[config.mk]
export PLATFORM = sky130hd
export DESIGN_NAME = tone_player
export DESIGN_NICKNAME = d
export VERILOG_FILES = /design/src/rtl/audio_pkg.sv /design/src/rtl/tone_square_osc.sv /design/src/rtl/tone_player.sv
export SDC_FILE = /design/constraint.sdc
export NUM_CORES = 1
export LEC_CHECK = 0
export BUFFER_PORTS_ARGS = -buffer_cell sky130_fd_sc_hd__buf_2
export CAP_MARGIN = 0
export CORE_ASPECT_RATIO = 2
export CORE_MARGIN = 2
export CORE_UTILIZATION = 66
export CTS_CLUSTER_SIZE = 8
export DETAILED_ROUTE_END_ITERATION = 10
export GPL_TIMING_DRIVEN = 1
export PLACE_DENSITY = 0.88
export SYNTH_ARGS = -nofsm -noshare
export SYNTH_HDL_FRONTEND = slang
export SYNTH_SLANG_ARGS = --single-unit
[constraint.sdc]
create_clock -name clk -period 9.9 [get_ports clk]
set_input_delay 2.97 -clock clk [delete_from_list [all_inputs] [get_ports clk]]
set_output_delay 2.97 -clock clk [all_outputs]
set_load 0.01 [all_outputs]
[src/rtl/audio_pkg.sv]
// audio_pkg: shared types and widths for the audio back end.
package audio_pkg;
    typedef enum logic [1:0] {IDLE, PLAY, RELEASE} tone_state_t;
    localparam int PRESCALE_W = 10;
    localparam int SAMPLE_W = 16;
    localparam int CLK_HZ = 31_500_000;
endpackage

[src/rtl/tone_square_osc.sv]
// tone_square_osc: prescaled square-wave oscillator whose pitch changes only at half-period boundaries.
module tone_square_osc import audio_pkg::*; #(
    parameter int HALF_DIV = 128
) (
    input  logic                  clk,
    input  logic                  resetN,
    input  logic                  restart,
    input  logic [PRESCALE_W-1:0] preScaleValue,
    output logic                  phase,
    output logic                  pitch_zero
);
    localparam int DW = $clog2(HALF_DIV + 1);
    localparam logic [DW-1:0] DIV_LAST = DW'(HALF_DIV - 1);
    // Divider starts one count ahead so tone_player's registered outputs land on the exact boundary.
    localparam logic [DW-1:0] DIV_START = DW'((HALF_DIV > 1) ? 1 : 0);
    logic [DW-1:0] div_cnt;
    logic [PRESCALE_W-1:0] half_cnt, pitch_q;
    logic tick, wrap;
    assign tick = div_cnt == DIV_LAST;
    assign wrap = tick && half_cnt == pitch_q - 1'b1;
    assign pitch_zero = pitch_q == '0;
    always_ff @(posedge clk or negedge resetN) begin
        if (!resetN) begin
            div_cnt <= '0;
            half_cnt <= '0;
            pitch_q <= '0;
            phase <= 1'b0;
        end else if (restart) begin
            div_cnt <= DIV_START;
            half_cnt <= '0;
            pitch_q <= preScaleValue;
            phase <= 1'b1;
        end else if (pitch_zero) begin
            phase <= 1'b1;
        end else begin
            div_cnt <= tick ? '0 : div_cnt + 1'b1;
            if (tick) half_cnt <= wrap ? '0 : half_cnt + 1'b1;
            if (wrap) begin
                phase <= ~phase;
                pitch_q <= preScaleValue;
            end
        end
    end
endmodule

[src/rtl/tone_player.sv]
// tone_player: turns {preScaleValue, enabler} into an enveloped square tone (PCM sample and buzzer bit).
module tone_player import audio_pkg::*; #(
    parameter int HALF_DIV = 128,
    parameter int HOLD_CYCLES = 3_780_000,
    parameter int RELEASE_CYCLES = 787_500,
    parameter logic [SAMPLE_W-1:0] AMPLITUDE = 16'h2000
) (
    input  logic                  clk,
    input  logic                  resetN,
    input  logic [PRESCALE_W-1:0] preScaleValue,
    input  logic                  enabler,
    output logic [SAMPLE_W-1:0]   audio_out,
    output logic                  square_out,
    output logic                  tone_active
);
    localparam int RW = $clog2(RELEASE_CYCLES + 1);
    localparam logic [21:0] HOLD_LOAD = 22'(HOLD_CYCLES - 1);
    localparam logic [RW-1:0] REL_LOAD = RW'(RELEASE_CYCLES - 1);
    tone_state_t state, state_d;
    logic [21:0] hold_cnt, hold_d;
    logic [RW-1:0] rel_cnt, rel_d;
    logic [1:0] step, step_d;
    logic restart, phase, pitch_zero, ph, pz;
    logic [SAMPLE_W-1:0] amp;
    assign restart = state == IDLE && enabler;
    tone_square_osc #(.HALF_DIV(HALF_DIV)) osc (
        .clk(clk),
        .resetN(resetN),
        .restart(restart),
        .preScaleValue(preScaleValue),
        .phase(phase),
        .pitch_zero(pitch_zero)
    );
    always_comb begin
        state_d = state;
        hold_d = hold_cnt;
        rel_d = rel_cnt;
        step_d = step;
        case (state)
            IDLE: if (enabler) begin
                state_d = PLAY;
                hold_d = HOLD_LOAD;
            end
            PLAY: if (enabler) hold_d = HOLD_LOAD;
            else if (hold_cnt == '0) begin
                state_d = RELEASE;
                step_d = '0;
                rel_d = REL_LOAD;
            end else hold_d = hold_cnt - 1'b1;
            RELEASE: if (enabler) begin
                state_d = PLAY;
                hold_d = HOLD_LOAD;
            end else if (rel_cnt != '0) rel_d = rel_cnt - 1'b1;
            else if (step == 2'd3) state_d = IDLE;
            else begin
                step_d = step + 1'b1;
                rel_d = REL_LOAD;
            end
            default: state_d = IDLE;
        endcase
    end
    // On note entry the oscillator is still restarting, so use the values it is about to load.
    assign ph = restart | phase;
    assign pz = restart ? preScaleValue == '0 : pitch_zero;
    assign amp = state_d == PLAY ? AMPLITUDE : AMPLITUDE >> ({1'b0, step_d} + 3'd1);
    always_ff @(posedge clk or negedge resetN) begin
        if (!resetN) begin
            state <= IDLE;
            hold_cnt <= '0;
            rel_cnt <= '0;
            step <= '0;
            audio_out <= '0;
            square_out <= 1'b0;
            tone_active <= 1'b0;
        end else begin
            state <= state_d;
            hold_cnt <= hold_d;
            rel_cnt <= rel_d;
            step <= step_d;
            tone_active <= state_d != IDLE;
            square_out <= ph && state_d != IDLE && !pz;
            audio_out <= (state_d == IDLE || pz) ? '0 : ph ? amp : -amp;
        end
    end
endmodule

==> impl_metrics.toml, run 1 <==
[worst_setup_path]
critPathMaxFanout = 13
crit_path_start_kind = "primary input"
setup.worst_path.end_class = "flop"
crit_type = "in -> reg"
cp.arrival_ns = 5.85
worst_ep_required_time_ns = 10.11

[power_and_ir_drop]
power_switching_mw = 0.439
sequentialPowerShare_pct = 40.5
p_leak_nw = 2.16
vdd_drop_max_mv = 0.165
power.total_mw = 1.16
p_int_mw = 0.716
pwr-share-clk_pct = 28.1
pwr-share-comb_pct = 31.4
p_per_area_mw_per_mm2 = 218
switching_share_pct = 38.0

[timing]
worst_slew_pin_slew_ns = 1.07
post-route-min-period_ns = 5.64
hold_viol_final = 0
relSlewSlack_pct = 28.5
skew_ns = 0.00548
drv_slew = 0
setup_viol_count_final = 0
timing.final.crit_share_pct = 57.0
max_freq_mhz = 177
tns_ns = 0
rsz0062_at_grt = "no"

[yosys]
ys_seq_area_share_pct = 42.9
synth_area_leaders = "dfrtp_1 43%, xor2_1 5.7%, nor2_1 3.5%, ha_1 3.1%, a21oi_1 2.9%"
netlist_area_mm2 = 0.00489
synth.avg_cell_area_um2 = 9.50
netlist.area_leader.share_pct = 42.9
synth.distinct_cells = 70
synth_ff_type = "dfrtp_1"
synthesis.instances = 515
ys_ff_latch = 84
yosysTopAreaCell = "dfrtp_1"
synthArstFlopShare_pct = 100
yosysWarnings = 0
synth_edf_count = 0

[route]
routed_via_density = 6.61
firstDrtPassIters = 8
drt_wl_total_mm = 11.4
ant_nets = 0
drc = 1
drt_iter0_drc = 297
num_vias = 4159
wl_per_cell_um = 18.2

[hold_path]
hp-class = "reg -> reg"

[status]
violations = "design-rule violations"
status = "finished with violations"

[die]
dieHeight_um = 126
die_w_um = 64.9
die-area_mm2 = 0.00816
fp.coreArea_mm2 = 0.00721
core.rowCount = 44
start_util_pct = 67.9
ios = 31

[clock_network]
hold_buffers = 0
numCtsBuffers = 9
cts_resized = 0
cts.sinks = 84
clkLatencyLatePin_ns = 0.34
cts.clk_slew.worst_paths_ns = 0.06
cts_root_buf = "clkbuf_16"
cts_buffer_depth = 2
h-tree-depth = 3
cts_tree = "done"
post-cts-setup-buffers = 0

[placement]
placed_cells = 613
dpl_cell_area_mm2 = 0.00502
numPortBuffers = 21
routabilityCongestion = 0.905
hpwl_mm = 8.22

[final_layout]
fin_util_pct = 73.6
area_delta_synth_final_pct = 8.38
fin_area_mm2 = 0.00531
n_antenna_cell = 0
final_common_cell = "dfrtp_1"
instances_no_fill = 629
drive_gt1_share_pct = 11.5
final_cell_mix = "84 x dfrtp_1, 46 x nor2_1, 36 x nand2_1, 32 x xor2_1, 28 x a21oi_1"
final_nets = 557
fillCellCount = 533

[global_route]
grt_pass1_wl_mm = 19.4
grt_overflow = 0
grt_pass1_vias = 4344
grt_use_total_pct = 30.5
antenna_found_initial = 0
grt_max_degree = 85

[flow_run]
maxCapViolCount = 0
-- final timing paths --
path,slack [ns],startpoint,cells past startpoint,endpoint
worst max-delay path,4.26,enabler,12,audio_out[13]
worst min-delay path,0.52,rel_cnt[5],1,rel_cnt[5]
worst max register to register,6.07,hold_cnt[2],11,audio_out[13]
worst min register to register,0.52,rel_cnt[5],1,rel_cnt[5]
max in group asynchronous,6.39,resetN,1,audio_out[15]
min in group asynchronous,2.80,resetN,1,rel_cnt[12]
-- state kept, by name, indices dropped and copies added (netlist names) --
name / flops
square_out: 1
osc.pitch_q: 10
state: 2
step: 2
osc.half_cnt: 10
hold_cnt: 22
osc.phase: 1
audio_out: 7
tone_active: 1
osc.div_cnt: 8
rel_cnt: 20
-- Yosys cell counts (all sizes together), types with 2 or more instances --
master and count:
nand3b 2, nand4b 2, a311oi 3, o2111ai 3
a21o 4, xnor2 9, and3 10, a21oi 28
o211ai 2, clkbuf 10, a221o 2, a32o 8
nor2 46, or3 13, mux2i 2, nand2b 3
nor4 15, o21ai 18, dfrtp 84, or4 10
nand4 22, and4b 2, inv 17, a31oi 3
or2 5, and4 2, mux2 2, o41ai 2
o22a 6, o31ai 13, nor3 17, xor2 32
buf 14, a211oi 3, nand3 24, nor4b 3
nand2 36, nor3b 5, and2 6, nor2b 3
ha 12
-- metal layers --
| layer | wire length, µm | global-route usage, % | share of wire (%) | vias to the layer above |
|---|---|---|---|---|
| li1 | - | - | - | 1928 |
| met1 | 4020 | 30.5 | 35 | 2044 |
| met5 | 0 | 0 | 0 | - |
| met3 | 385 | 5.18 | 3.4 | 52 |
| met4 | 603 | 19.5 | 5.3 | 0 |
| met2 | 6430 | 55.8 | 56 | 135 |
-- kinds of logic after synthesis --
kind of cell             count (synthesis)  synth area share (%)
AND/OR/NAND/NOR                        229                  26.1
AO/OA/AOI/OAI                          103                  15.2
flip-flops                              84                  42.9
XOR/XNOR                                41                  7.34
buffers and inverters                   41                  4.27
adder cells (fa/ha/maj)                 12                  3.07
multiplexers                             4                  1.02
other                                    1                0.0766
-- cell type report --
class / instances / area [µm²] / share of cell area [%]
flip-flops and latches: 84 / 2100 / 39.6
well taps: 92 / 115 / 2.17
inverters: 17 / 63.8 / 1.20
clock inverters: 4 / 32.5 / 0.613
clock buffers: 12 / 256 / 4.83
repair buffers: 22 / 115 / 2.17
multi-input cells: 398 / 2620 / 49.4
-- power by group through the flow --
stage	clock, mW	combinational, mW	sequential, mW
detailed placement	0	0.358	0.469
floorplan	0	0.289	0.447
global route	0.340	0.405	0.473
CTS	0.327	0.361	0.464
finish	0.324	0.363	0.468
global placement	0	0.342	0.466
-- critical path, stage by stage --
cell	delay (ns)
buf_2	0.18
nor3_1	0.25
nand3_1	0.11
o21ai_1	0.57
a211o_1	0.28
inv_1	0.12
a21boi_0	0.38
nand2_1	0.11
ha_1	0.26
or3_1	0.38
nor3_1	0.17
a211oi_1	0.07
-- metrics by stage --
| step | hold slack (ns) | worst slack, ns |
|---|---|---|
| finish | 0.515 | 4.26 |
| CTS | 0.511 | 4.33 |
| floorplan | 0.468 | 4.53 |
| detailed placement | 0.496 | 3.99 |
| global placement | 0.492 | 4.14 |
| global route | 0.548 | 3.99 |
Note: power is estimated with default switching activity, not from simulation.
==> run 2, diff against run 1 <==
CORE_UTILIZATION = 61   (was 66)
PLACE_DENSITY = 0.82   (was 0.88)
clock period = 5.8 ns   (was 9.9 ns; I/O delays follow)
==> run 2 against run 1 <==
Compared with the run above:
- the flow now finishes without violations
- first-iteration DRC count decreased by 19%
- final cell count increased by 0.64%
- worst setup slack got worse by 2.9 ns
- register-to-register slack worse by 4.2 ns
- clock power is 99% higher
- critical path depth stayed put
- combinational power grew 70%
- clock skew grew 0.0028 ns
- power up 78%
- worst hold slack worse by 0.0042 ns
- sequential cell count did not move
==> impl_metrics.toml, run 2 (same netlist as run 1, synthesis figures left out) <==
[timing]
post-route-min-period_ns = 4.44
relSlewSlack_pct = 29.9
tns_ns = 0
timing.final.crit_share_pct = 76.6
hold_viol_final = 0
drv_slew = 0
worst_slew_pin_slew_ns = 1.05
max_freq_mhz = 225
skew_ns = 0.00831
rsz0062_at_grt = "no"
setup_viol_count_final = 0

[route]
drc = 0
ant_nets = 0
drt_iter0_drc = 242
firstDrtPassIters = 5
routed_via_density = 6.43
num_vias = 4070
wl_per_cell_um = 17.8
drt_wl_total_mm = 11.2

[final_layout]
final_cell_mix = "84 x dfrtp_1, 46 x nor2_1, 36 x nand2_1, 32 x xor2_1, 28 x a21oi_1"
final_nets = 557
drive_gt1_share_pct = 11.7
instances_no_fill = 633
fin_util_pct = 67.9
fin_area_mm2 = 0.00536
largest_reg_flops = 22
reg_top3 = "hold_cnt: 22 flops, rel_cnt: 20 flops"
n_antenna_cell = 0
final_common_cell = "dfrtp_1"
regMostFlops = "hold_cnt"
area_delta_synth_final_pct = 9.46

[global_route]
grt_pass1_vias = 4155
antenna_found_initial = 0
grt_overflow = 0
grt_pass1_wl_mm = 18.4
grt_max_degree = 85
grt_use_total_pct = 27.5

[clock_network]
numCtsBuffers = 9
hold_buffers = 0
cts_buffer_depth = 2
h-tree-depth = 3
post-cts-setup-buffers = 0
cts.sinks = 84
clkLatencyLatePin_ns = 0.35
cts.clk_slew.worst_paths_ns = 0.06
cts_resized = 0
cts_root_buf = "clkbuf_16"
cts_tree = "done"

[worst_setup_path]
critPathLaunch = "enabler"
crit_path_start_kind = "primary input"
rr_worst_depth = 11
r2r_start = "hold_cnt[2]"
critPathMaxFanout = 13
r2r-end = "audio_out[13]"
crit_type = "in -> reg"
setup.worst_path.end_class = "flop"
worst_ep_required_time_ns = 6.01
cp.arrival_ns = 4.65
cp-endpoint = "audio_out[13]"
reg2reg_slack_ns = 1.91

[die]
dieHeight_um = 131
fp.coreArea_mm2 = 0.00789
start_util_pct = 62.1
ios = 31
die-area_mm2 = 0.00880
die_w_um = 67.3
core.rowCount = 46

[placement]
hpwl_mm = 8.27
placed_cells = 617
routabilityCongestion = 0.890
dpl_cell_area_mm2 = 0.00502
numPortBuffers = 21

[power_and_ir_drop]
sequentialPowerShare_pct = 38.7
p_leak_nw = 2.19
power_switching_mw = 0.741
p_int_mw = 1.32
pwr-share-comb_pct = 30.0
switching_share_pct = 36.0
pwr-share-clk_pct = 31.3
vdd_drop_max_mv = 0.290
power.total_mw = 2.06
p_per_area_mw_per_mm2 = 384

[hold_path]
hp-class = "reg -> reg"

[flow_run]
maxCapViolCount = 0

[status]
status = "completed"
-- run 2: cell types whose count changed in the layout (fill, tap and decap cells not counted), sizes merged --
cell / change
clkinv: +1
bufinv: +2
inv: -1
clkinvlp: -2
-- run 2: worst min path at each step --
stage | cells past startpoint | slack [ns] | startpoint | endpoint
3_3_place_gp | 1 | 0.49 | rel_cnt[5] | rel_cnt[5]
6_report | 1 | 0.51 | rel_cnt[5] | rel_cnt[5]
3_5_place_dp | 1 | 0.50 | rel_cnt[5] | rel_cnt[5]
2_1_floorplan | 1 | 0.47 | rel_cnt[5] | rel_cnt[5]
4_1_cts | 1 | 0.51 | rel_cnt[5] | rel_cnt[5]
5_1_grt | 1 | 0.53 | rel_cnt[5] | rel_cnt[5]
-- run 2: critical path, cell delays in order --
cell and delay (ns):
buf_2 0.18, nor3_1 0.25, nand3_1 0.10, o21ai_1 0.54, a211o_1 0.27, inv_1 0.13
a21boi_0 0.40, nand2_1 0.12, ha_1 0.26, or3_1 0.38, nor3_1 0.18, a211oi_1 0.09
-- run 2: per-stage QoR --
step / hold WS [ns] / setup WS (ns)
3_5_place_dp: 0.500 / 1.08
3_3_place_gp: 0.485 / 1.26
4_1_cts: 0.508 / 1.42
5_1_grt: 0.530 / 1.10
6_report: 0.511 / 1.36
2_1_floorplan: 0.468 / 1.66
-- run 2: power by group through the flow --
stage                     registers [mW]  logic, mW  clock network (mW)
final                              0.796      0.618               0.645
after global placement             0.796      0.584                   0
after floorplan                    0.764      0.493                   0
after detailed placement           0.802      0.613                   0
after CTS                          0.792      0.615               0.649
after global routing               0.805      0.682               0.671
-- run 2: cell type report --
type                       count  area, µm²
clock buffer                  12        267
fill                         596       2530
clock inverter                 4       70.1
sequential                    84       2100
tap                           96        120
multi-input combinational    398       2620
inverter                      17       63.8
timing repair buffer          22        115
-- run 2: routing by layer --
| layer | GRT usage (%) | wire length, µm | up-vias |
|---|---|---|---|
| li1 | - | - | 1925 |
| met1 | 27.1 | 4080 | 2014 |
| met2 | 50.5 | 6400 | 94 |
| met3 | 5.14 | 323 | 37 |
| met4 | 17.3 | 437 | 0 |
| met5 | 0 | 0 | - |
